--- src/rtl/aes_inv_mix_columns_seq.sv ---
// Sequential AES InvMixColumns: one shared column datapath, one column per cycle.
// Define AES_MIX_FWD_EN to add the inForward port and the forward MixColumns path.
module aes_inv_mix_columns_seq (
    input  logic         clk,
    input  logic         rst,
    input  logic [127:0] inData,
    input  logic         inValid,
`ifdef AES_MIX_FWD_EN
    input  logic         inForward,
`endif
    output logic         inReady,
    output logic [127:0] outData,
    output logic         outValid,
    input  logic         outReady
);

    // state | meaning
    // IDLE  | waiting for inValid, inReady=1
    // BUSY  | transforming column cnt_q, one per cycle
    // DONE  | result held on outData until outReady
    typedef enum logic [1:0] {IDLE = 2'd0, BUSY = 2'd1, DONE = 2'd2} state_t;

    state_t       state_q, state_d;
    logic [1:0]   cnt_q;
    logic [127:0] st_q;
    logic [31:0]  col_in, col_out;
    logic         accept;

    function automatic logic [7:0] xt(input logic [7:0] b);
        return {b[6:0], 1'b0} ^ (b[7] ? 8'h1b : 8'h00);
    endfunction

    function automatic logic [7:0] mul9(input logic [7:0] b);
        return xt(xt(xt(b))) ^ b;
    endfunction

    function automatic logic [7:0] mulb(input logic [7:0] b);
        return xt(xt(xt(b))) ^ xt(b) ^ b;
    endfunction

    function automatic logic [7:0] muld(input logic [7:0] b);
        return xt(xt(xt(b))) ^ xt(xt(b)) ^ b;
    endfunction

    function automatic logic [7:0] mule(input logic [7:0] b);
        return xt(xt(xt(b))) ^ xt(xt(b)) ^ xt(b);
    endfunction

    function automatic logic [31:0] inv_col(input logic [31:0] c);
        logic [7:0] a0, a1, a2, a3;
        {a0, a1, a2, a3} = c;
        return {mule(a0) ^ mulb(a1) ^ muld(a2) ^ mul9(a3),
                mule(a1) ^ mulb(a2) ^ muld(a3) ^ mul9(a0),
                mule(a2) ^ mulb(a3) ^ muld(a0) ^ mul9(a1),
                mule(a3) ^ mulb(a0) ^ muld(a1) ^ mul9(a2)};
    endfunction

`ifdef AES_MIX_FWD_EN
    logic fwd_q;

    function automatic logic [31:0] fwd_col(input logic [31:0] c);
        logic [7:0] a0, a1, a2, a3;
        {a0, a1, a2, a3} = c;
        return {xt(a0) ^ xt(a1) ^ a1 ^ a2 ^ a3,
                xt(a1) ^ xt(a2) ^ a2 ^ a3 ^ a0,
                xt(a2) ^ xt(a3) ^ a3 ^ a0 ^ a1,
                xt(a3) ^ xt(a0) ^ a0 ^ a1 ^ a2};
    endfunction
`endif

    always_comb begin
        col_in = st_q[127:96];
        case (cnt_q)
            2'd0: col_in = st_q[127:96];
            2'd1: col_in = st_q[95:64];
            2'd2: col_in = st_q[63:32];
            2'd3: col_in = st_q[31:0];
            default: col_in = st_q[127:96];
        endcase
`ifdef AES_MIX_FWD_EN
        col_out = fwd_q ? fwd_col(col_in) : inv_col(col_in);
`else
        col_out = inv_col(col_in);
`endif
    end

    always_comb begin
        state_d  = state_q;
        inReady  = 1'b0;
        outValid = 1'b0;
        case (state_q)
            IDLE: begin
                inReady = !rst;
                if (inValid && !rst) state_d = BUSY;
            end
            BUSY: begin
                if (cnt_q == 2'd3) state_d = DONE;
            end
            DONE: begin
                outValid = !rst;
                if (outReady) state_d = IDLE;
            end
            default: state_d = IDLE;
        endcase
    end

    assign accept  = inReady && inValid;
    assign outData = st_q;

    always_ff @(posedge clk) begin
        if (rst) begin
            state_q <= IDLE;
            cnt_q   <= 2'd0;
            st_q    <= 128'd0;
`ifdef AES_MIX_FWD_EN
            fwd_q   <= 1'b0;
`endif
        end else begin
            state_q <= state_d;
            if (accept) begin
                st_q  <= inData;
                cnt_q <= 2'd0;
`ifdef AES_MIX_FWD_EN
                fwd_q <= inForward;
`endif
            end else if (state_q == BUSY) begin
                cnt_q <= cnt_q + 2'd1;
                case (cnt_q)
                    2'd0: st_q[127:96] <= col_out;
                    2'd1: st_q[95:64]  <= col_out;
                    2'd2: st_q[63:32]  <= col_out;
                    2'd3: st_q[31:0]   <= col_out;
                    default: st_q[127:96] <= col_out;
                endcase
            end
        end
    end

endmodule

--- config.mk ---
export PLATFORM = sky130hd
export DESIGN_NAME = aes_inv_mix_columns_seq
export DESIGN_NICKNAME = d
export VERILOG_FILES = /design/src/rtl/aes_inv_mix_columns_seq.sv
export SDC_FILE = /design/constraint.sdc
export NUM_CORES = 1
export LEC_CHECK = 0
export ABC_AREA = 1
export CELL_PAD_IN_SITES_DETAIL_PLACEMENT = 1
export CELL_PAD_IN_SITES_GLOBAL_PLACEMENT = 2
export CORE_ASPECT_RATIO = 1.75
export CORE_UTILIZATION = 27
export DETAILED_ROUTE_END_ITERATION = 10
export GPL_TIMING_DRIVEN = 0
export HOLD_SLACK_MARGIN = 0.05
export PLACE_DENSITY = 0.83
export SLEW_MARGIN = 20
export SYNTH_ARGS = -nofsm -noshare
export SYNTH_HDL_FRONTEND = slang
export SYNTH_SLANG_ARGS = --single-unit
--- constraint.sdc ---
create_clock -name clk -period 2.69 [get_ports clk]
set_input_delay 0.269 -clock clk [delete_from_list [all_inputs] [get_ports clk]]
set_output_delay 0.269 -clock clk [all_outputs]
set_load 0.01 [all_outputs]
=== Word level (Yosys, flattened, before mapping) ===
Index checks and enable logic that the tools add are counted.

* Bits in registers: 132
* Bits of input ports: 132
* Output and inout port bits: 130
* Word-level logic and storage cells: 104

* Add/subtract/negate cells: 1
* Equality and inequality tests: 8
* Muxes and demuxes: 25
* Bitwise gates (word level): 48
* Reduce and logical (&&, ||, !) cells: 16

{| class="wikitable"
|+ Operators by type and width
! cell !! count
|-
| $xor 8x8->8 || 40
|-
| $mux 128 || 2
|-
| $mux 32 || 4
|-
| $pmux 32 s4 || 1
|-
| $xor 8x5->8 || 8
|-
| $mux 5 || 12
|-
| $reduce_bool 2->1 || 5
|-
| $reduce_and 2->1 || 4
|-
| $eq 2x2->1 const B || 3
|-
| $mux 2 || 3
|-
| $ne 2x2->1 const B || 3
|-
| $pmux 2 s3 || 1
|-
| $eq 2x1->1 const B || 2
|-
| $logic_not 2->1 || 2
|-
| $reduce_and 3->1 || 1
|-
| $add 2x1->2 const B || 1
|-
| $logic_and 1x1->1 || 2
|-
| $mux 1 || 2
|-
| $reduce_or 2->1 || 1
|-
| $logic_not 1->1 || 1
|}

=== Depth between registers and ports, before layout ===
Gate-level depths: netlist (run 1).

* Depth in word-level cells: 16
* Gate-level depth with buffers: 22
* Depth with buffers taken out: 20

=== Least setup slack after synthesis (run 1) ===
Ideal clock, no wire load.

* Kind: register to register
* Start: register cnt_q[0]
* End: register st_q[49] (netlist: outData[49])
* Arrival: 2.226 ns
* Data required time: 2.558 ns
* Path slack: 0.332 ns
* Cell stages (with the launch flop): 16
* Period minus slack after synthesis: 2.358 ns
* Cell sequence: dfxtp_1 > inv_1 > ha_1 > buf_6 > inv_8 > buf_6 > buf_6 > nor2_1 > o21bai_2 > nand2_1 > nand2_1 > xor2_1 > xor2_1 > or2_2 > nand4_1 > a21oi_1

* Word-level cells in the longest chain between the ends: 14
* Elaborated cells between the ends (all ways): 43
* Classes of those cells: 3 x eq/ne; 15 x mux; 22 x bitwise; 3 x reduce/logical

{| class="wikitable"
|+ RTL lines
! element !! RTL line !! text
|-
| start: declaration || 24 || <nowiki>logic [1:0] cnt_q;</nowiki>
|-
| start signal: assignment || 127 || <nowiki>cnt_q <= cnt_q + 2'd1;</nowiki>
|-
| $eq 2x2->1, or another cell as far along || 73 || <nowiki>case (cnt_q)</nowiki>
|-
| $pmux 32 s4 || 73 ||
|-
| $xor 8x5->8 || 30 || <nowiki>return {b[6:0], 1'b0} ^ (b[7] ? 8'h1b : 8'h00);</nowiki>
|-
| $mux 5 / $xor 8x5->8 (equally long branches) || 30 ||
|-
| $xor 8x5->8 / $mux 5 (equally long branches) || 30 ||
|-
| $xor 8x5->8 / $xor 8x8->8 (equally long branches) || 30 ||
|-
| $xor 8x8->8 (on tied branches) (2 in a row) || 46, 38 ||
|-
| $xor 8x8->8 (3 in a row) || 53 || <nowiki>mule(a1) ^ mulb(a2) ^ muld(a3) ^ mul9(a0),</nowiki>
|-
| $mux 32 || 128 || <nowiki>case (cnt_q)</nowiki>
|-
| $mux 128 || 126 || <nowiki>end else if (state_q == BUSY) begin</nowiki>
|-
| $mux 128 || 120 || <nowiki>if (accept) begin</nowiki>
|-
| end signal: assignment || 121 || <nowiki>st_q <= inData;</nowiki>
|-
| end signal: assignment || 131 || <nowiki>2'd2: st_q[63:32] <= col_out;</nowiki>
|-
| end: declaration || 25 || <nowiki>logic [127:0] st_q;</nowiki>
|}

Parallel ways exist; a longest one is shown, timed or not. The select of a mux whose other input is x is not followed.
A chain may end at the register's enable or synchronous reset.

=== Final worst setup path (run 1) ===
* Start: register cnt_q[1]
* End: register st_q[95] (netlist: outData[95])

* Word-level cells in the longest chain between the ends: 13
* Elaborated cells between the ends (all ways): 32
* Classes of those cells: 3 x eq/ne; 4 x mux; 22 x bitwise; 3 x reduce/logical

{| class="wikitable"
|+ RTL lines
! element !! RTL line !! text
|-
| $eq 2x2->1, or another cell as far along || 73 ||
|-
| $pmux 32 s4 || 73 ||
|-
| $xor 8x5->8 || 30 ||
|-
| $xor 8x8->8 / $xor 8x5->8 (equally long branches) || 30 ||
|-
| $xor 8x5->8 || 30 ||
|-
| $xor 8x8->8 (on tied branches) (2 in a row) || 46, 38 ||
|-
| $xor 8x8->8 (3 in a row) || 52 || <nowiki>return {mule(a0) ^ mulb(a1) ^ muld(a2) ^ mul9(a3),</nowiki>
|-
| $mux 32 || 128 ||
|-
| $mux 128 || 126 ||
|-
| $mux 128 || 120 ||
|-
| end signal: assignment || 121 ||
|-
| end signal: assignment || 130 || <nowiki>2'd1: st_q[95:64] <= col_out;</nowiki>
|}

Parallel ways exist; a longest one is shown, timed or not. The select of a mux whose other input is x is not followed.

==> impl_metrics.env, run 1 <==
export IMPL_synth_fp_nets=2047
export IMPL_synthSimpleGateAreaFrac_pct=40.5
export IMPL_ys_ff_latch=132
export IMPL_use_met3_pct=4.50
export IMPL_drt_iter0_drc=1141
export IMPL_yosysSeqAreaShare_pct=22.6
export IMPL_wl_um=89100
export IMPL_skew_ps=13.7
export IMPL_seq_area_mm2=0.00265
export IMPL_cap_violations=0
export IMPL_synth_compound_area_share_pct=18.7
export IMPL_overflow=0
export IMPL_fin_ws_ps=-383
export IMPL_grt_pass1_vias=17300
export IMPL_place_ws_ps=-1240
export IMPL_ys_types=49
export IMPL_dp_hpwl_um=63500
export IMPL_place_gp_congestion=0.974
export IMPL_synth_adder_area_share_pct=0.428
export IMPL_drc=0
export IMPL_rrSetupSlack_ps=-380
export IMPL_final_layout_size_suffix_gt1_share_pct=41.3
export IMPL_crit_cells=17
export IMPL_busiest_layer="met2"
export IMPL_cts_max_level=4
export IMPL_worst_path_buf_inv=7
export IMPL_nets=2579
export IMPL_cp_required_ps=3010
export IMPL_async_reset_ff_share_pct=0
export IMPL_yosysMostFrequentCell="nand2_1"
export IMPL_gr_usage_met1_pct=35.5
export IMPL_critPathTopFamily="buffers and inverters"
export IMPL_clkSinkCount=132
export IMPL_failed_checks="setup timing"
export IMPL_fin_crit_sh_pct=114
export IMPL_worstPathCellList="inv_4, ha_4, buf_12, buf_12, nand2_4, nand2_4, o21bai_4, buf_8, buf_12, buf_12, xor2_4, buf_6, xor2_1, nand2_1, a21o_4, nand4_1, a21oi_1"
export IMPL_arrival_ps=3390
export IMPL_antenna_found_initial=1
export IMPL_final_core_util_pct=51.6
export IMPL_synth_top_family_by_area="simple AND/OR/NAND/NOR gates"
export IMPL_synth_top_cell_area_share_pct=23.1
export IMPL_r2r_cells=17
export IMPL_pwr_density_cell_mw_per_mm2=1680
export IMPL_synth_area_top_cells="nand2_1, dfxtp_1, a22o_1"
export IMPL_synth_edf_count=0
export IMPL_start_util_pct=27.4
export IMPL_ys_flop_type="dfxtp_1"
export IMPL_die_y_um=277
export IMPL_die_w_um=159
export IMPL_rows=100
export IMPL_hold_path_class="primary input to flip-flop"
export IMPL_start_kind="flip-flop"
export IMPL_crit_top_cell="buf_12"
export IMPL_worstMarginPinSlew_ps=963
export IMPL_ys_top_cells_by_count="nand2_1, inv_1, dfxtp_1"
export IMPL_synth_area_mm2=0.0117
export IMPL_grt_use_met2_pct=66.4
export IMPL_dr_pass1_iters=6
export IMPL_synth_mux_area_fraction_pct=0
export IMPL_synth_top_area_cell="nand2_1"
export IMPL_slew_viol_final=0
export IMPL_critPathSlowestCell="dfxtp_4"
export IMPL_fillers=4992
export IMPL_placed_area_mm2=0.0150
export IMPL_end_kind="flip-flop"
export IMPL_hold_violations=0
export IMPL_vias_per_cell=5.60
export IMPL_path_clk_slew_ps=70
export IMPL_synthCells=1911
export IMPL_port_buffers=260
export IMPL_fin_cells=3018
export IMPL_cts_tree="built"
export IMPL_area_delta_synth_final_pct=88.3
export IMPL_dr_total_vias=16900
export IMPL_syn_avg_cell_area_um2=6.12
export IMPL_io_pins=262
export IMPL_grt_pass1_wl_um=116000
export IMPL_cp_max_fo=6
export IMPL_ant_nets=0
export IMPL_p_leak_nw=9.23
export IMPL_multi_input_comb_area_mm2=0.0114
export IMPL_whs_path_depth=3
export IMPL_yosys_area_share_xor_xnor_pct=7.15
export IMPL_slew_headroom_pct=35.8
export IMPL_finalPower_mw=37.0
export IMPL_critPathKind="flip-flop to flip-flop"
export IMPL_clock_latency_ps=470
export IMPL_yosysWarnings=0
export IMPL_post_drt_wl_per_cell_um=29.5
export IMPL_cts_root_buf="clkbuf_16"
export IMPL_grt_max_degree=17
export IMPL_finalSetupViolations=128
export IMPL_cts_hold_buffers_added=0
export IMPL_core_area_mm2=0.0427
export IMPL_fin_area_mm2=0.0220
export IMPL_fmax_mhz=325
export IMPL_numCtsBuffers=17
export IMPL_slowest_delay_ps=410
export IMPL_rsz0062_at_grt="yes"
export IMPL_status="finished, violations left"
export IMPL_min_period_ps=3070
export IMPL_grt_usage_pct=36.6
export IMPL_dp_cells=2732
export IMPL_dieArea_mm2=0.0442
export IMPL_vdd_drop_max_mv=0.642
export IMPL_clockBufferDepth=2
==> metrics by stage <==
step	hold WS (ps)	TNS [ps]
floorplan	439	0
global placement	478	-101480
detailed placement	492	-106640
CTS	420	-5750
global route	454	-35590
finish	430	-27120
==> power breakdown <==
part,switching (mW),leakage [nW],internal (mW)
registers,0.917,1.09,2.68
logic,19.2,7.85,11.6
clock network,1.14,0.296,1.42
total,21.3,9.23,15.7
==> cell type report <==
class	count	share of cell area, %
repair inverters	1	0.0398
well taps	561	3.19
flip-flops and latches	132	12.0
multi-input cells	1480	51.8
plain buffers	83	2.72
diodes	1	0.0114
inverters	215	3.88
clock inverters	14	0.750
clock buffers	18	1.99
repair buffers	513	23.6
==> registers in the layout, indices dropped and copies added (netlist names) <==
| name | cells |
|---|---|
| cnt_q | 2 |
| outData | 128 |
| state_q | 2 |
==> layout by cell type (no fill, tap or decap), drive strengths merged, types with 19 or more instances in the layout <==
cell type | netlist | layout
nand2 | 754 | 754
buf | 41 | 292
clkdlybuf4s50 | 0 | 260
inv | 213 | 220
a21oi | 139 | 139
dfxtp | 132 | 132
nand3 | 121 | 121
nand4 | 111 | 111
a22o | 94 | 94
nor2 | 83 | 83
xor2 | 73 | 73
clkbuf | 43 | 62
o21ai | 29 | 29
xnor2 | 19 | 19
==> final timing paths <==
check | startpoint | end
worst min register to register | outData[0]$_SDFFE_PP0P_ | outData[0]$_SDFFE_PP0P_
worst max-delay path | cnt_q[1]$_SDFFE_PP0P_ | outData[95]$_SDFFE_PP0P_
worst min-delay path | inData[9] | outData[9]$_SDFFE_PP0P_
worst max register to register | cnt_q[1]$_SDFFE_PP0P_ | outData[95]$_SDFFE_PP0P_
==> kinds of logic (layout without fill, tap and decap cells) <==
kind of cell               after synthesis  count (layout)
and+or+nand+nor                       1084            1084
AOI/OAI and AO/OA                      300             300
buffers and inverters                  299             844
DFF                                    132             132
xor gates and xnor gates                92              92
adders and majority gates                4               4
other                                    0               1
==> layer usage <==
layer  share of wire (%)  up-vias
li1                    -     7303
met1                  33     8325
met2                  50      886
met3                 5.6      399
met4                  11        0
met5                   0        -
==> what timing repair did <==
| item | in CTS | in global routing |
|---|---|---|
| setup endpoints to repair | 130 | 128 |
| cloned | 5 | 1 |
| resized for setup | 698 | 296 |
| buffers inserted | 175 | 77 |
| pin swaps | 207 | 198 |
==> tightest hold or removal path, delay by kind of cell <==
family	cells	cell delay [ps]
compound gates	1	70
buf+inv	1	420
simple gates	1	80
Note: power is estimated with default switching activity, not from simulation.
==> run 2, diff against run 1 <==
--- a/config.mk
+++ b/config.mk
@@ -10,6 +10,8 @@
 export CELL_PAD_IN_SITES_GLOBAL_PLACEMENT = 2
 export CORE_ASPECT_RATIO = 1.75
 export CORE_UTILIZATION = 27
+export CTS_BUF_LIST = sky130_fd_sc_hd__clkbuf_16
+export CTS_CLUSTER_SIZE = 16
 export DETAILED_ROUTE_END_ITERATION = 10
 export GPL_TIMING_DRIVEN = 0
 export HOLD_SLACK_MARGIN = 0.05
==> impl_metrics.env, run 2 (synthesized netlist as in run 1, its figures left out) <==
export IMPL_grt_pass1_wl_um=112000
export IMPL_grt_pass1_vias=16500
export IMPL_cp_max_fo=10
export IMPL_die_y_um=277
export IMPL_p_switching_mw=19.2
export IMPL_dp_hpwl_um=63500
export IMPL_min_period_ps=3160
export IMPL_dr_pass1_iters=5
export IMPL_p_int_mw=14.3
export IMPL_final_common_cell="nand2_1"
export IMPL_r2r_cells=16
export IMPL_comb_power_share_pct=81.8
export IMPL_wl_um=83000
export IMPL_path_clk_slew_ps=70
export IMPL_switching_share_pct=57.3
export IMPL_slowest_delay_ps=630
export IMPL_worstPathCellList="inv_4, ha_4, buf_8, nand2_1, nand2_1, nor2_1, nor2_2, nand2_1, nand2_2, nand2_1, nand2_2, inv_1, xor2_1, nand2_4, nand4_1, a21oi_1"
export IMPL_numCtsBuffers=17
export IMPL_crit_cells=16
export IMPL_fmax_mhz=316
export IMPL_rows=100
export IMPL_end_kind="flip-flop"
export IMPL_nets=2524
export IMPL_start_util_pct=27.4
export IMPL_dp_cells=2732
export IMPL_dieArea_mm2=0.0442
export IMPL_hold_violations=0
export IMPL_cts_max_level=4
export IMPL_hold_path_class="primary input to flip-flop"
export IMPL_clock_latency_ps=460
export IMPL_multi_input_comb_area_mm2=0.0106
export IMPL_crit_top_cell="nand2_1"
export IMPL_ant_nets=0
export IMPL_rsz0062_at_grt="yes"
export IMPL_seq_area_mm2=0.00265
export IMPL_final_layout_size_suffix_gt1_share_pct=34.5
export IMPL_io_pins=262
export IMPL_fillers=5219
export IMPL_grt_max_degree=17
export IMPL_final_core_util_pct=48.1
export IMPL_critPathSlowestCell="xor2_1"
export IMPL_final_cell_mix="nand2_1, clkdlybuf4s50_1, inv_1"
export IMPL_clockBufferDepth=2
export IMPL_whs_path_depth=3
export IMPL_pwr_density_cell_mw_per_mm2=1630
export IMPL_fin_crit_sh_pct=118
export IMPL_post_drt_wl_per_cell_um=28.0
export IMPL_cts_root_buf="clkbuf_16"
export IMPL_pwr_share_clk_pct=7.5
export IMPL_slew_headroom_pct=33.9
export IMPL_antenna_found_initial=1
export IMPL_finalSetupViolations=125
export IMPL_grt_usage_pct=35.5
export IMPL_cap_violations=0
export IMPL_arrival_ps=3470
export IMPL_cp_required_ps=3000
export IMPL_clkSinkCount=132
export IMPL_fin_ws_ps=-471
export IMPL_cts_hold_buffers_added=0
export IMPL_vdd_drop_max_mv=0.593
export IMPL_largest_reg_flops=128
export IMPL_area_delta_synth_final_pct=75.4
export IMPL_critPathKind="flip-flop to flip-flop"
export IMPL_slew_viol_final=0
export IMPL_place_gp_congestion=0.974
export IMPL_worst_path_buf_inv=3
export IMPL_worstMarginPinSlew_ps=992
export IMPL_port_buffers=260
export IMPL_failed_checks="setup timing"
export IMPL_dr_total_vias=16300
export IMPL_drt_iter0_drc=1088
export IMPL_vias_per_cell=5.49
export IMPL_place_ws_ps=-1240
export IMPL_status="finished, violations left"
export IMPL_start_kind="flip-flop"
export IMPL_finalPower_mw=33.4
export IMPL_fin_tns_setup_ps=-18140
export IMPL_skew_ps=12.2
export IMPL_core_area_mm2=0.0427
export IMPL_cts_tree="built"
export IMPL_drc=0
export IMPL_die_w_um=159
export IMPL_pwr_share_seq_pct=10.7
export IMPL_p_leak_nw=8.62
export IMPL_fin_cells=2963
export IMPL_overflow=0
export IMPL_critPathTopFamily="simple AND/OR/NAND/NOR gates"
-- run 2: cell types whose count changed in the layout (fill, tap and decap cells not counted), moves of 9 or more --
cell     previous run  this run
nand2_2           224       172
nand3_1            46        66
inv_2              28        16
xor2_4             21        12
nand3_4            28        16
buf_4             158       136
nand2_1           390       477
buf_12             41        25
inv_1             178       187
buf_6              62        42
nand2_4           130        99
-- run 2: repair_timing --
item,in CTS,in global routing
gates cloned,4,3
buffers inserted,129,63
pin swaps,135,152
setup endpoints to repair,130,128
gates resized for setup,465,309
-- run 2: final timing paths --
check	start	endpoint	slack, ps
setup / recovery	cnt_q[1]$_SDFFE_PP0P_	outData[2]$_SDFFE_PP0P_	-470
hold / removal	inData[9]	outData[9]$_SDFFE_PP0P_	430
setup reg to reg	cnt_q[1]$_SDFFE_PP0P_	outData[2]$_SDFFE_PP0P_	-470
hold reg to reg	outData[32]$_SDFFE_PP0P_	outData[32]$_SDFFE_PP0P_	510
-- run 2: power by group through the flow --
stage / Clock [mW] / Combinational (mW) / Sequential (mW)
after CTS: 2.51 / 22.9 / 3.55
after global placement: 0 / 17.9 / 3.53
final: 2.50 / 27.3 / 3.58
after detailed placement: 0 / 18.2 / 3.54
after global routing: 2.59 / 28.6 / 3.63
after floorplan: 0 / 10.3 / 3.54
-- run 2: per-layer routing --
metal	global-route usage, %	wire length, um	up-vias
met5	0	0	-
met4	33.9	9160	0
met2	63.6	41700	773
met1	34.6	27400	7948
li1	-	-	7202
met3	5.23	4730	334
-- run 2: cell type report --
type | count | area share (%)
flip-flops and latches | 132 | 12.9
multi-input cells | 1480 | 51.5
inverters | 215 | 4.14
diodes | 1 | 0.0122
plain buffers | 83 | 2.87
repair inverters | 1 | 0.0793
clock buffers | 17 | 2.07
clock inverters | 15 | 0.823
well taps | 561 | 3.42
repair buffers | 458 | 22.2
-- run 2: worst register-to-register path, delay by kind of cell, from the launching register on --
kind	cells	cell delay, ps
AOI/OAI and AO/OA	1	80
and+or+nand+nor	10	1320
xor gates and xnor gates	1	630
DFF	1	380
adders and majority gates	1	220
buffers and inverters	3	370
-- run 2: per-stage QoR --
stage,hold slack [ps],area (um^2)
2_1_floorplan,439,11700
3_3_place_gp,478,15000
3_5_place_dp,492,15000
4_1_cts,419,18700
5_1_grt,452,20500
6_report,430,20500
==> run 3, diff against run 2 <==
--- a/config.mk
+++ b/config.mk
@@ -9,14 +9,17 @@
 export CELL_PAD_IN_SITES_DETAIL_PLACEMENT = 1
 export CELL_PAD_IN_SITES_GLOBAL_PLACEMENT = 2
 export CORE_ASPECT_RATIO = 1.75
-export CORE_UTILIZATION = 27
+export CORE_UTILIZATION = 30
 export CTS_BUF_LIST = sky130_fd_sc_hd__clkbuf_16
 export CTS_CLUSTER_SIZE = 16
 export DETAILED_ROUTE_END_ITERATION = 10
+export DONT_BUFFER_PORTS = 1
 export GPL_TIMING_DRIVEN = 0
 export HOLD_SLACK_MARGIN = 0.05
-export PLACE_DENSITY = 0.83
+export PLACE_DENSITY = 0.74
+export RECOVER_POWER = 50
 export SLEW_MARGIN = 20
 export SYNTH_ARGS = -nofsm -noshare
 export SYNTH_HDL_FRONTEND = slang
 export SYNTH_SLANG_ARGS = --single-unit
+export TNS_END_PERCENT = 50
==> impl_metrics.env, run 3 (synthesized netlist as in run 1, its figures left out) <==
export IMPL_status="finished, violations left"
export IMPL_failed_checks="setup timing"
export IMPL_clockBufferDepth=2
export IMPL_final_cell_mix="nand2_1, nand2_2, inv_1"
export IMPL_place_gp_congestion=0.981
export IMPL_route_met2_wl_um=41400
export IMPL_fin_tns_setup_ps=-19250
export IMPL_hold_path_class="primary input to flip-flop"
export IMPL_grt_pass1_wl_um=108000
export IMPL_min_period_ps=2990
export IMPL_vias_per_cell=5.96
export IMPL_slew_viol_final=0
export IMPL_nets=2317
export IMPL_dp_hpwl_um=58500
export IMPL_grt_pass1_vias=16100
export IMPL_largest_reg_flops=128
export IMPL_start_util_pct=30.5
export IMPL_path_clk_slew_ps=60
export IMPL_hold_violations=0
export IMPL_numCtsBuffers=17
export IMPL_top_layer_used="met5"
export IMPL_cts_max_level=4
export IMPL_area_delta_synth_final_pct=65.2
export IMPL_post_drt_wl_per_cell_um=31.3
export IMPL_clock_latency_ps=440
export IMPL_wl_um=84200
export IMPL_rsz0062_at_grt="yes"
export IMPL_slowest_delay_ps=380
export IMPL_core_area_mm2=0.0384
export IMPL_end_kind="flip-flop"
export IMPL_final_layout_size_suffix_gt1_share_pct=45.4
export IMPL_port_buffers=0
export IMPL_worstMarginPinSlew_ps=993
export IMPL_cp_max_fo=10
export IMPL_drt_iter0_drc=1043
export IMPL_cts_tree="built"
export IMPL_antenna_found_initial=7
export IMPL_cts_root_buf="clkbuf_16"
export IMPL_finalSetupViolations=125
export IMPL_slew_headroom_pct=33.8
export IMPL_critPathKind="flip-flop to flip-flop"
export IMPL_critPathSlowestCell="dfxtp_4"
export IMPL_clkSinkCount=132
export IMPL_m1WireLength_um=26900
export IMPL_dr_total_vias=16000
export IMPL_dieArea_mm2=0.0398
export IMPL_hold_worst_slack_ps=75.8
export IMPL_io_pins=262
export IMPL_worstPathCellList="inv_4, ha_4, buf_8, nand2_1, nand2_2, nor2_4, nor2_4, buf_4, nand2_1, nand2_4, xor2_4, xor2_4, a21o_1, nand4_1, a21oi_1"
export IMPL_start_kind="flip-flop"
export IMPL_overflow=0
export IMPL_fin_ws_ps=-299
export IMPL_grt_max_degree=17
export IMPL_cp_required_ps=3050
export IMPL_arrival_ps=3350
export IMPL_fin_crit_sh_pct=111
export IMPL_rows=95
export IMPL_grt_usage_pct=38.7
export IMPL_ant_nets=0
export IMPL_drc=0
export IMPL_wl_met3_um=5700
export IMPL_die_y_um=263
export IMPL_critPathTopFamily="simple AND/OR/NAND/NOR gates"
export IMPL_die_w_um=151
export IMPL_fmax_mhz=335
export IMPL_final_common_cell="nand2_1"
export IMPL_skew_ps=12.3
export IMPL_dr_pass1_iters=5
export IMPL_cap_violations=0
export IMPL_worst_path_buf_inv=3
[run 3: changes by cell type in the layout (fill, tap and decap cells not counted), moves of 14 or more]
cell | before | now
buf_6 | 42 | 56
buf_4 | 136 | 157
clkdlybuf4s50_1 | 260 | 0
nand2_4 | 99 | 134
nand2_1 | 477 | 391
buf_12 | 25 | 45
nand2_2 | 172 | 217
nand3_1 | 66 | 43
[run 3: area by class of cell]
class                           instances  area (um^2)
Fill cell                            4675        19100
Clock buffer                           17          425
Timing Repair inverter                  1         8.76
Antenna cell                            6         15.0
Tap cell                              485          607
Timing Repair Buffer                  252         2640
Sequential cell                       132         2650
Multi-Input combinational cell       1480        11300
Inverter                              215          865
Buffer                                 82          599
Clock inverter                         15          228
[run 3: worst paths after layout]
path / from / to / slack, ps / cells after the start
max reg2reg: cnt_q[1]$_SDFFE_PP0P_ / outData[31]$_SDFFE_PP0P_ / -300 / 15
max: cnt_q[1]$_SDFFE_PP0P_ / outData[31]$_SDFFE_PP0P_ / -300 / 15
min reg2reg: cnt_q[1]$_SDFFE_PP0P_ / cnt_q[1]$_SDFFE_PP0P_ / 540 / 2
min: inData[105] / outData[105]$_SDFFE_PP0P_ / 80 / 2
[run 3: per-stage QoR]
| step | worst slack (ps) | util, % | std cells | instance area, um^2 |
|---|---|---|---|---|
| 2_1_floorplan | 332 | - | 1911 | 11700 |
| 3_3_place_gp | -1280 | 32.0 | 2396 | 12300 |
| 3_5_place_dp | -1350 | 32.0 | 2396 | 12300 |
| 4_1_cts | -221 | 45.6 | 2613 | 17500 |
| 5_1_grt | -388 | 50.3 | 2684 | 19300 |
| 6_report | -299 | 50.3 | 2685 | 19300 |
[run 3: what timing repair did]
action,4_1_cts,5_1_grt
pin swaps,205,140
setup endpoints to repair,130,128
hold endpoints to repair,3,0
resized for setup,694,293
hold buffers,3,0
setup buffers,175,70
gates cloned,8,0
[run 3: layer usage]
metal	global-route usage [%]	vias up
met1	36.8	7905
li1	-	6799
met5	0	-
met3	6.60	403
met2	67.2	883
met4	39.3	2
Power of run 3 is not shown: default switching activity piles up to over one toggle a cycle in this logic, so the estimate is an artifact.
==> RTL change 1, RTL diff (flow settings as in run 1) <==
Add a define of `AES_MIX_FWD_EN`.
--- a/src/rtl/aes_inv_mix_columns_seq.sv
+++ b/src/rtl/aes_inv_mix_columns_seq.sv
@@ -1,4 +1,6 @@
 // Sequential AES InvMixColumns: one shared column datapath, one column per cycle.
 // Define AES_MIX_FWD_EN to add the inForward port and the forward MixColumns path.
+`define AES_MIX_FWD_EN
+
 module aes_inv_mix_columns_seq (
     input  logic         clk,
Interface: changed (added inForward); port bits go from 262 to 263. The function was not compared with the original's and may differ.
==> RTL change 1 against run 1 <==
- the run still ends with negative setup slack left
- area after synthesis increased by 9.7%
- wire length about the same
- sequential cell count increased by 1
- design area increased by 2.2%
- clock skew decreased by 0.00087 ns
- via count increased by 3.1%
- power decreased by 9.5%
- die area increased by 9.6%
- critical path depth unchanged
- first-iteration DRC count decreased by 19%
- setup slack got worse by 0.32 ns
==> RTL change 1: results (changes against run 1) <==
outcome=finished with violations; failing checks=negative setup slack; final setup vio count=128 (unchanged); syn_nets=2,212 (+8.1%); share of layout cells above drive strength 1=34.79% (-6.5 points); non-clock buffer share of cell area=25.69% (-0.61 points); post-CTS setup repair buffer count=184 (+5.1%); Detailed Routing Iterations Pass 1=5 (-1); multi-input gates=1,625 (+9.8%); dpl cells=2,924 (+7.0%); final critical-path setup slack=-0.7006 ns (-0.3178 ns); DR iter-0 viols=922 (-19%); diode count=0 (-1); Seq area share=11.86% (-0.17 points); PortBufs=261 (+0.38%); detailed-route via count=17,429 (+3.1%); Place WS=-1.517 ns (-0.2792 ns); fillers=5,682 (+14%); Final TNS setup=-39.93 ns (-12.81 ns); total wire length=89,130 um (about the same); worst r2r src=cnt_q[0]$_SDFFE_PP0P_; worst vdd ir=0.7263 mV (+13%); synth top area cells=nand2_1, dfxtp_1, xor2_1; Worst Max-Slew Pin Slew=1.146 ns (+0.1829 ns); Overall Power=33.44 mW (-9.5%); Max stage delay cell, worst path=xnor2_1; Crit path max-delay family=XOR/XNOR gates; Final #Nets=2,725 (+5.7%); RD Place Congestion=0.9686 (-0.50%); CP arrival=3.77 ns (+0.38 ns); multi-input logic portion of the cell area=52.43% (+0.63 points)
-- RTL change 1: per-layer routing --
layer  global-route usage (%)  share of wire (%)  vias up  routed length (um)
met4                    37.10                 12        0               10560
li1                         -                  -     7667                   -
met5                        0                  0        -                   0
met3                    5.529                5.0      444                4497
met1                    32.33                 32     8461               28130
met2                    65.02                 52      857               45950
-- RTL change 1: final timing paths --
check | end | slack [ns] | cells past startpoint
setup / recovery | outData[50]$_SDFFE_PP0P_ | -0.70 | 17
hold reg to reg | outData[32]$_SDFFE_PP0P_ | 0.53 | 2
hold / removal | outData[0]$_SDFFE_PP0P_ | 0.41 | 3
setup reg to reg | outData[50]$_SDFFE_PP0P_ | -0.70 | 17
-- RTL change 1: logic make-up after synthesis --
family / count (synthesis) / share of synthesized area [%]
flops: 133 / 20.74
compound gates: 328 / 17.74
buf+inv: 317 / 10.76
fa+ha+maj: 4 / 0.3900
xor+xnor: 201 / 14.33
simple gates: 1092 / 36.03
==> RTL change 2, RTL diff (settings of run 1) <==
Without the edit above. Reset style: asynchronous (`rst`), changed in one clocked block.
--- a/src/rtl/aes_inv_mix_columns_seq.sv
+++ b/src/rtl/aes_inv_mix_columns_seq.sv
@@ -108,5 +108,5 @@
     assign outData = st_q;
 
-    always_ff @(posedge clk) begin
+    always_ff @(posedge clk or posedge rst) begin
         if (rst) begin
             state_q <= IDLE;
Function: changed (Yosys sat finds a counterexample within 4 cycles, from zero or initial values and one cycle with rst high; the reset may be asserted at any time).
==> RTL change 2 against run 1 <==
- the flow still finishes with violations (negative setup slack)
- count of clock-buffer cells in the layout grew 1
- area after synthesis shrank 0.57%
- synthesized cell count shrank 4.8%
- sequential cell count is the same
- design area shrank 9.4%
- wire length shrank 12%
- non-clock buffer count shrank 90
- setup slack gained 0.063 ns
- highest routed layer unchanged
Power is not shown: default switching activity piles up to over one toggle a cycle in this logic, so the estimate is an artifact.
==> RTL change 2: results (changes against run 1) <==
Synth async-reset ratio=100.0% (+100 points); Final #Nets=2,416 (-6.3%); initial antenna violation count=0 (-1); RD Place Congestion=1.000 (+2.7%); hpwl dp=60,290 um (-5.0%); HP Class=primary input to asynchronous set/reset pin; final setup vio count=130 (+1.6%); CP arrival=3.35 ns (-0.04 ns); first-pass GRT wire length=108,600 um (-6.3%); worst r2r src=cnt_q[0]$_DFFE_PP0P_; outcome=finished with violations; FF-to-FF End=outData[105]$_DFFE_PP0P_; Worst Reg-to-Reg Cells=13 (-4); relative slew slack=46.88% (+11 points); final critical-path setup slack=-0.3195 ns (+0.06327 ns); peak per-stage delay on the critical path=0.47 ns (+0.06 ns); diode count=0 (-1); synth top area cells=dfrtp_1, nand2_1, inv_1; failing checks=negative setup slack; sequential-to-total area share from yosys stat=28.41% (+5.8 points); Commonest cells post-synth=nand2_1, inv_1, nand3_1; worst hold slack=0.2046 ns (-0.2257 ns); share of layout cells above drive strength 1=30.40% (-11 points); skew final=0.01253 ns (-0.001141 ns); Top Metal Used=met4; routed wl met2=40,260 um (-9.5%); Final TNS setup=-26.17 ns (+0.9494 ns); PortBufs=261 (+0.38%); syn_nets=1,956 (-4.4%); crit path max fanout=5 (-1); DR iter-0 viols=980 (-14%); largest net degree at the start of global routing=30 (+13); gr usage total=34.65% (-1.9 points); met3 WL=3800 um (-23%); WL met1=26,790 um (-9.5%); ys flop type=dfrtp_1; Routed wire per std cell=27.47 um (-7.0%); Synth cell types=41 (-16%); vias in the first global route=15,998 (-7.4%)
-- RTL change 2: changes by cell type in the layout (fill, tap and decap cells not counted), moves of 65 or more --
cell	change
nand2_1	+180
dfrtp_1	+130
dfxtp_1	-130
a21oi_1	-99
nand2_2	-73
nand2_4	-67
nand3_1	+65
-- RTL change 2: layout make-up --
cell class                 instances  area [um2]  area share [%]
multi-input combinational       1400        9477           47.48
inverter                         223       875.8           4.388
buffer                            64       544.3           2.727
clock inverter                    13       172.7          0.8650
sequential                       132        3306           16.56
timing repair buffer             442        4431           22.20
clock buffer                      19       452.9           2.269
tap                              561       701.9           3.517
-- RTL change 2: kinds of logic after synthesis --
group                      share of synthesized area (%)
AOI/OAI and AO/OA                                  14.30
xor gates and xnor gates                           7.575
adders and majority gates                         0.4304
buffers and inverters                              9.824
DFF                                                28.41
and+or+nand+nor                                    39.47
-- RTL change 2: metrics by stage --
| step | cells | util (%) | area (um2) | setup slack, ns |
|---|---|---|---|---|
| finish | 2854 | 46.92 | 19960 | -0.3195 |
| global route | 2854 | 46.92 | 19960 | -0.3968 |
| CTS | 2803 | 43.77 | 18620 | -0.2546 |
| detailed placement | 2647 | 35.39 | 15050 | -1.628 |
| global placement | 2642 | 35.14 | 14950 | -1.530 |
| floorplan | 1820 | - | 11630 | 0.1779 |
-- RTL change 2: metal layers --
metal	global-route usage [%]	vias to the layer above
li1	-	6754
met1	35.09	7587
met2	62.94	674
met3	4.140	281
met4	29.31	0
met5	0	-
-- RTL change 2: what timing repair did --
item / 4_1_cts / 5_1_grt
hold buffers: 0 / 0
buffers inserted: 125 / 48
endpoints found under the setup margin: 130 / 130
pin swaps: 96 / 102
gates cloned: 0 / 3
resized for setup: 449 / 205
-- RTL change 2: how the worst max path moves through the flow --
stage / slack, ns / end / from
2_1_floorplan: 0.18 / outData[35]$_DFFE_PP0P_ / cnt_q[0]$_DFFE_PP0P_
3_3_place_gp: -1.53 / outData[52]$_DFFE_PP0P_ / cnt_q[0]$_DFFE_PP0P_
3_5_place_dp: -1.63 / outData[52]$_DFFE_PP0P_ / cnt_q[0]$_DFFE_PP0P_
4_1_cts: -0.25 / outData[33]$_DFFE_PP0P_ / cnt_q[1]$_DFFE_PP0P_
5_1_grt: -0.40 / outData[29]$_DFFE_PP0P_ / cnt_q[0]$_DFFE_PP0P_
6_report: -0.32 / outData[105]$_DFFE_PP0P_ / cnt_q[0]$_DFFE_PP0P_
-- RTL change 2: worst register-to-register path: stages, from the launching register on --
cell and delay (ns):
dfrtp_2 0.47, inv_4 0.10, ha_4 0.20, buf_12 0.14, clkinvlp_4 0.15, buf_12 0.18, o21ai_4 0.19, nor2_1 0.11
nor2_4 0.22, xor2_1 0.26, xor2_1 0.34, nand2b_1 0.27, nand4_1 0.16, nand2_1 0.08
